**src/rtl/pll_reset_sequencer.sv**
```systemverilog
// pll_reset_sequencer: releases the system reset once PLL lock has settled, re-asserts it on lock loss and counts losses.
// Optional GLITCH_FILTER_EN macro: a loss in RUN then needs FILTER_CYCLES consecutive low lock samples.
module pll_reset_sequencer #(
  parameter int SYNC_STAGES   = 2,
  parameter int SETTLE_CYCLES = 1024,
  parameter int HOLD_CYCLES   = 16,
  parameter int FILTER_CYCLES = 4,
  parameter int CNT_W         = 8
) (
  input  logic             clock,
  input  logic             reset_n,
  input  logic             locked,
  output logic             sys_reset_n,
  output logic             ready,
  output logic             lock_lost,
  output logic [CNT_W-1:0] loss_count
);
  localparam int MAXC = SETTLE_CYCLES > HOLD_CYCLES ? SETTLE_CYCLES : HOLD_CYCLES;
  localparam int CW = $clog2(MAXC + 1);
  typedef enum logic [1:0] {WAIT_LOCK, SETTLE, RUN, HOLD} state_t;
  state_t state;
  logic [SYNC_STAGES-1:0] sync;
  logic [CW-1:0] cnt;
  logic lock_s;
  logic loss;
  assign lock_s = sync[SYNC_STAGES-1];
  always_ff @(posedge clock or negedge reset_n)
    if (!reset_n) sync <= '0;
    else sync <= {sync[SYNC_STAGES-2:0], locked};
`ifdef GLITCH_FILTER_EN
  localparam int FW = $clog2(FILTER_CYCLES + 1);
  logic [FW-1:0] low_cnt;
  assign loss = !lock_s && low_cnt == FW'(FILTER_CYCLES - 1);
  // Low-run counter only lives in RUN; any high sample or leaving RUN clears it
  always_ff @(posedge clock or negedge reset_n)
    if (!reset_n) low_cnt <= '0;
    else low_cnt <= (state == RUN && !lock_s && !loss) ? low_cnt + FW'(1) : '0;
`else
  assign loss = !lock_s;
`endif
  always_ff @(posedge clock or negedge reset_n)
    if (!reset_n) begin
      state       <= WAIT_LOCK;
      cnt         <= '0;
      sys_reset_n <= 1'b0;
      ready       <= 1'b0;
      lock_lost   <= 1'b0;
      loss_count  <= '0;
    end else begin
      lock_lost <= 1'b0;
      case (state)
        WAIT_LOCK:
          if (lock_s) begin
            state <= SETTLE;
            cnt   <= CW'(1);
          end
        SETTLE:
          if (!lock_s) begin
            state <= WAIT_LOCK;
            cnt   <= '0;
          end else if (cnt == CW'(SETTLE_CYCLES)) begin
            state       <= RUN;
            cnt         <= '0;
            sys_reset_n <= 1'b1;
            ready       <= 1'b1;
          end else cnt <= cnt + CW'(1);
        RUN:
          if (loss) begin
            state       <= HOLD;
            cnt         <= CW'(1);
            sys_reset_n <= 1'b0;
            ready       <= 1'b0;
            lock_lost   <= 1'b1;
            loss_count  <= loss_count + CNT_W'(loss_count != '1);
          end
        HOLD:
          if (cnt == CW'(HOLD_CYCLES)) begin
            state <= WAIT_LOCK;
            cnt   <= '0;
          end else cnt <= cnt + CW'(1);
        default: state <= WAIT_LOCK;
      endcase
    end
endmodule

```
**config.mk**
```make
export PLATFORM = sky130hd
export DESIGN_NAME = pll_reset_sequencer
export DESIGN_NICKNAME = d
export VERILOG_FILES = /design/src/rtl/pll_reset_sequencer.sv
export SDC_FILE = /design/constraint.sdc
export NUM_CORES = 1
export LEC_CHECK = 0
export ABC_AREA = 1
export BUFFER_PORTS_ARGS = -buffer_cell sky130_fd_sc_hd__buf_2
export CORE_AREA = 2 2 61 63
export DETAILED_ROUTE_END_ITERATION = 6
export DIE_AREA = 0 0 63 65
export PLACE_DENSITY = 0.59
export SYNTH_ARGS = -nofsm -noshare
export SYNTH_HDL_FRONTEND = slang
export SYNTH_SLANG_ARGS = --single-unit
```
**constraint.sdc**
```tcl
create_clock -name clock -period 3.9 [get_ports clock]
set_clock_uncertainty 0.2 [all_clocks]
set_input_delay 0.78 -clock clock [delete_from_list [all_inputs] [get_ports clock]]
set_output_delay 0.78 -clock clock [all_outputs]
set_load 0.005 [all_outputs]
```
## Word-level counts from Yosys, hierarchy flattened

Index checks and enable logic that the tools add are counted.

| word-level totals | value |
|---|---|
| bits in registers | 25 |
| output and inout port bits | 11 |
| input bits | 3 |
| logic and storage cells | 45 |

| operators by class | value |
|---|---|
| reductions and logical operators | 6 |
| multiplexer cells | 18 |
| $add $sub $neg | 2 |
| bitwise logic cells | 1 |
| equal/unequal tests | 12 |

Operators by type and width:

| cell | number |
|---|---|
| $mux 11 | 5 |
| $pmux 11 s4 | 1 |
| $add 11x1->11 const B | 1 |
| $eq 11x11->1 const B | 1 |
| $eq 11x5->1 const B | 1 |
| $mux 2 | 5 |
| $ne 2x2->1 const B | 5 |
| $add 8x1->8 | 1 |
| $ne 8x8->1 const B | 1 |
| $pmux 2 s4 | 1 |
| $reduce_and 4->1 | 2 |
| $mux 1 | 5 |
| $eq 2x2->1 const B | 2 |
| $reduce_and 2->1 | 2 |
| $ne 3x3->1 const B | 1 |
| $eq 2x1->1 const B | 1 |
| $logic_not 2->1 | 1 |
| $pmux 1 s2 | 1 |
| $reduce_bool 2->1 | 1 |
| $not 1->1 | 1 |

## Depth between registers and ports, before layout

| depth | value |
|---|---|
| depth after elaboration | 4 |
| depth in mapped cells | 10 |
| depth with buffers taken out | 10 |

## Worst setup path after synthesis

Ideal clock, no wire load.

| timing path | value |
|---|---|
| path type | reg-to-reg |
| start | register loss_count[0] |
| end | register loss_count[6] |
| setup slack | 2.172 ns |
| buffers on the path | 0 |
| clock period less this slack | 1.728 ns |
| arrival | 1.410 ns |
| library setup time | 0.118 ns |
| data required time | 3.582 ns |
| stages on the path, launching flop included | 11 |
| cell sequence | dfrtp_1 > inv_1 > nor3_1 > nand4_1 > ha_1 > ha_1 > inv_1 > nor2_2 > nand2_1 > xor2_1 > inv_1 |

| between the ends | value |
|---|---|
| longest elaborated chain between the ends | 2 |

Ends and longest elaborated chain:

| element | RTL line | text |
|---|---|---|
| start: declaration | 16 | `output logic [CNT_W-1:0] loss_count` |
| start signal: assignment | 74 | `loss_count <= loss_count + CNT_W'(loss_count != '1);` |
| $ne 8x8->1 | 74 |  |
| $add 8x1->8 * | 74 |  |

Mark *: on every way between the ends. The rest lies on a longest branch, timed or not.
A chain may end at the register's enable or synchronous reset.

## Final worst setup path

| timing path | value |
|---|---|
| start | register loss_count[6] |
| end | output loss_count[6] |

No word-level cell between the ends.

==> results.md <==
* Status: completed
* Critical Path End: loss_count[6]
* Commonest non-fill, non-tap cells in the layout: nand2_1 (65), dfrtp_1 (25), inv_1 (22), buf_2 (13), nand3_1 (12)
* Critical R2R Launch: loss_count[2]
* First-pass GRT wire length at approximately 5000 um
* Final min period at 1.94 ns
* Area leader, netlist: dfrtp_1
* Share of layout cells above drive strength 1 at 20.5%
* CP Capture Type: output pin
* Most common cell after layout, fill and taps aside: nand2_1
* Crit Path Max Fanout at 5
* Max-slew violations at 0
* Final wirelength at roughly 2800 um
* Storage cell area at 626 um2
* Post-synthesis cell area at 0.00147 mm2
* DP Wirelength at approximately 2100 um
* Longest Clk Path Bufs at 2
* CTS resizes at 0
* Top-area cell type share of the netlist area at 42.7%
* Synth Register Bits at 25
* Post-CTS setup buffers at 0
* Yosys cell types at 27
* Lkg Pwr at 0.867 nW
* Worst setup SP type: flip-flop
* Vias in the first global route at ~1.1k
* Area grow syn2layout at 9.30%
* I/O Buffers at 13
* Largest net degree at the start of global routing at 26
* Cell count after synthesis at 185
* Ant. Diodes at 0
* Synth warn at 0
* Initial Utilization at a little over two fifths
* Sequential cell area fraction in the yosys report at 42.7%
* Period utilisation layout at about half
* Remaining antenna violation count at 0
* Worst r2r dst: loss_count[6]
* Clock Pin Slew Worst Setup and Hold Paths at 0.16 ns
* CTS tree: done
* Unrepaired setup endpoints after global routing: no
* DR vias/cell at 4.63
* CP cell instances: buf_2
* Antenna violations before repair at 0
* Largest delay contributor family on the critical path: flip-flops
* CTS H-tree lvls at 1
* Net count after synthesis at 192
* WP data arrival at approximately 0.96 ns
* Stages on worst setup path at 1
* Post-CTS Hold Fix Bufs at 0
* Die X at 63 um
* Total of max-cap violations at 0
* Fillers at 362
* Die height at between 60 and 70 um
* Area of the multi-input gates at around 720 um2
* Via count at 1149
* Max Freq at ~500 MHz
* Final number of setup-violating endpoints at 0
* Core Rows at 22
* Total track usage at 15.9%
* Slew @ Worst Pin at 0.568 ns
* Reg2reg setup slack at 2.04 ns
* Final Cell Area at roughly 0.0016 mm2
* Dpl cell area at 0.00157 mm2
* DR pass1 iterations at 7
* CP max stage cell: dfrtp_1
* Worst Path Required at approximately 3 ns
* Power density cells at ~340 mW/mm2
* Critical path launch point: loss_count[6]
* Slowest stage delay, CP at about 0.47 ns
* Syn_area_per_cell at slightly below 8 um2
* Final design utilization at 45.8%
* CTS sink cnt at 25
* Nets at 208
* Cell depth of the worst flop-to-flop path at 10
* Global route overflow at 0
* Peak VDD IR at 0.000148 V
* Synth top area cells: dfrtp_1 (43%), nand2_1 (17%), inv_1 (5.6%)
* Root Driver: clkbuf_4
* Min-Delay Path Class: reg -> reg
* Final Hold Fails at 0
* Final GP Congestion at 0.872
* Critical path class: reg -> out
* Worst Hold Launch: sync[0]
* Max_slew headroom at approximately 62%
* Post-route setup TNS at 0 ns
* # DRC at 0
* Clock Latency Late Sink at ~0.33 ns
* Avg WL per Cell at 11.4 um
* Top Ports at 14
* Iteration-0 DRC Markers at 25
* Num CTS Buffers at 3
* WP buf/inv at 1
* Total Die Area at 0.00410 mm2
* CORE AREA at roughly 0.0035 mm2
==> report_power, final <==
| part | leakage, nW | switching, mW | total, mW | internal, mW |
|---|---|---|---|---|
| clock | 0.0139 | 0.0826 | 0.122 | 0.0392 |
| sequential | 0.340 | 0.0295 | 0.305 | 0.276 |
| combinational | 0.514 | 0.0781 | 0.114 | 0.0364 |
| total | 0.867 | 0.190 | 0.542 | 0.351 |
==> worst reg2reg max path: cells and delay by family, from the launching register on <==
family | cells | cell delay, ns
DFF | 1 | 0.47
and+or+nand+nor | 5 | 0.44
adders and majority gates | 2 | 0.39
buffers and inverters | 2 | 0.14
xor gates and xnor gates | 1 | 0.14
==> layer usage <==
| metal | share of wire, % | GRT usage, % | wire (um) |
|---|---|---|---|
| met5 | 0 | 0 | 0 |
| met4 | 1.2 | 6.67 | 33 |
| met3 | 2.0 | 2.60 | 56 |
| met2 | 49 | 25.8 | 1390 |
| met1 | 47 | 21.1 | 1340 |
==> flip-flops by register name, indices dropped and copies added, names as in the netlist, named ones only <==
name	flops
sync	2
cnt	11
ready	1
lock_lost	1
loss_count	8
state	1
==> per-stage QoR <==
step / power, mW / hold WS, ns / setup slack [ns] / instances
after global placement: 0.422 / 0.139 / 2.11 / 244
final: 0.542 / 0.173 / 1.96 / 248
after detailed placement: 0.426 / 0.140 / 2.05 / 244
after floorplan: 0.400 / 0.131 / 2.17 / 185
after global routing: 0.579 / 0.191 / 1.90 / 248
after CTS: 0.551 / 0.177 / 1.95 / 248
==> cells in the mapped netlist, drive strengths merged <==
| library cell | n |
|---|---|
| buf | 2 |
| clkinv | 1 |
| dfrtp | 25 |
| ha | 4 |
| inv | 25 |
| nand2 | 71 |
| nand3 | 15 |
| nand4 | 6 |
| nor2 | 18 |
| nor3 | 4 |
| o211ai | 2 |
| o21ai | 3 |
| or2 | 1 |
| xnor2 | 2 |
| xor2 | 6 |
==> cell type report <==
cell class | count | area share, %
Clock buffer | 3 | 1.41
Clock inverter | 1 | 0.468
Inverter | 26 | 6.09
Multi-Input combinational cell | 132 | 45.2
Sequential cell | 25 | 39.0
Tap cell | 48 | 3.75
Timing Repair Buffer | 13 | 4.06
==> worst min path at each step <==
stage / depth (start not counted) / slack, ns / end
2_1_floorplan: 0 / 0.13 / sync[1]
3_3_place_gp: 0 / 0.14 / sync[1]
3_5_place_dp: 0 / 0.14 / sync[1]
4_1_cts: 0 / 0.18 / sync[1]
5_1_grt: 0 / 0.19 / sync[1]
6_report: 0 / 0.17 / sync[1]
==> logic make-up after synthesis <==
family / share of synthesized area (%)
and+or+nand+nor: 38.8
xor gates and xnor gates: 4.78
DFF: 42.7
AOI/OAI and AO/OA: 2.39
adders and majority gates: 3.41
buffers and inverters: 7.94
No activity file was read; power rests on OpenSTA's default activity.
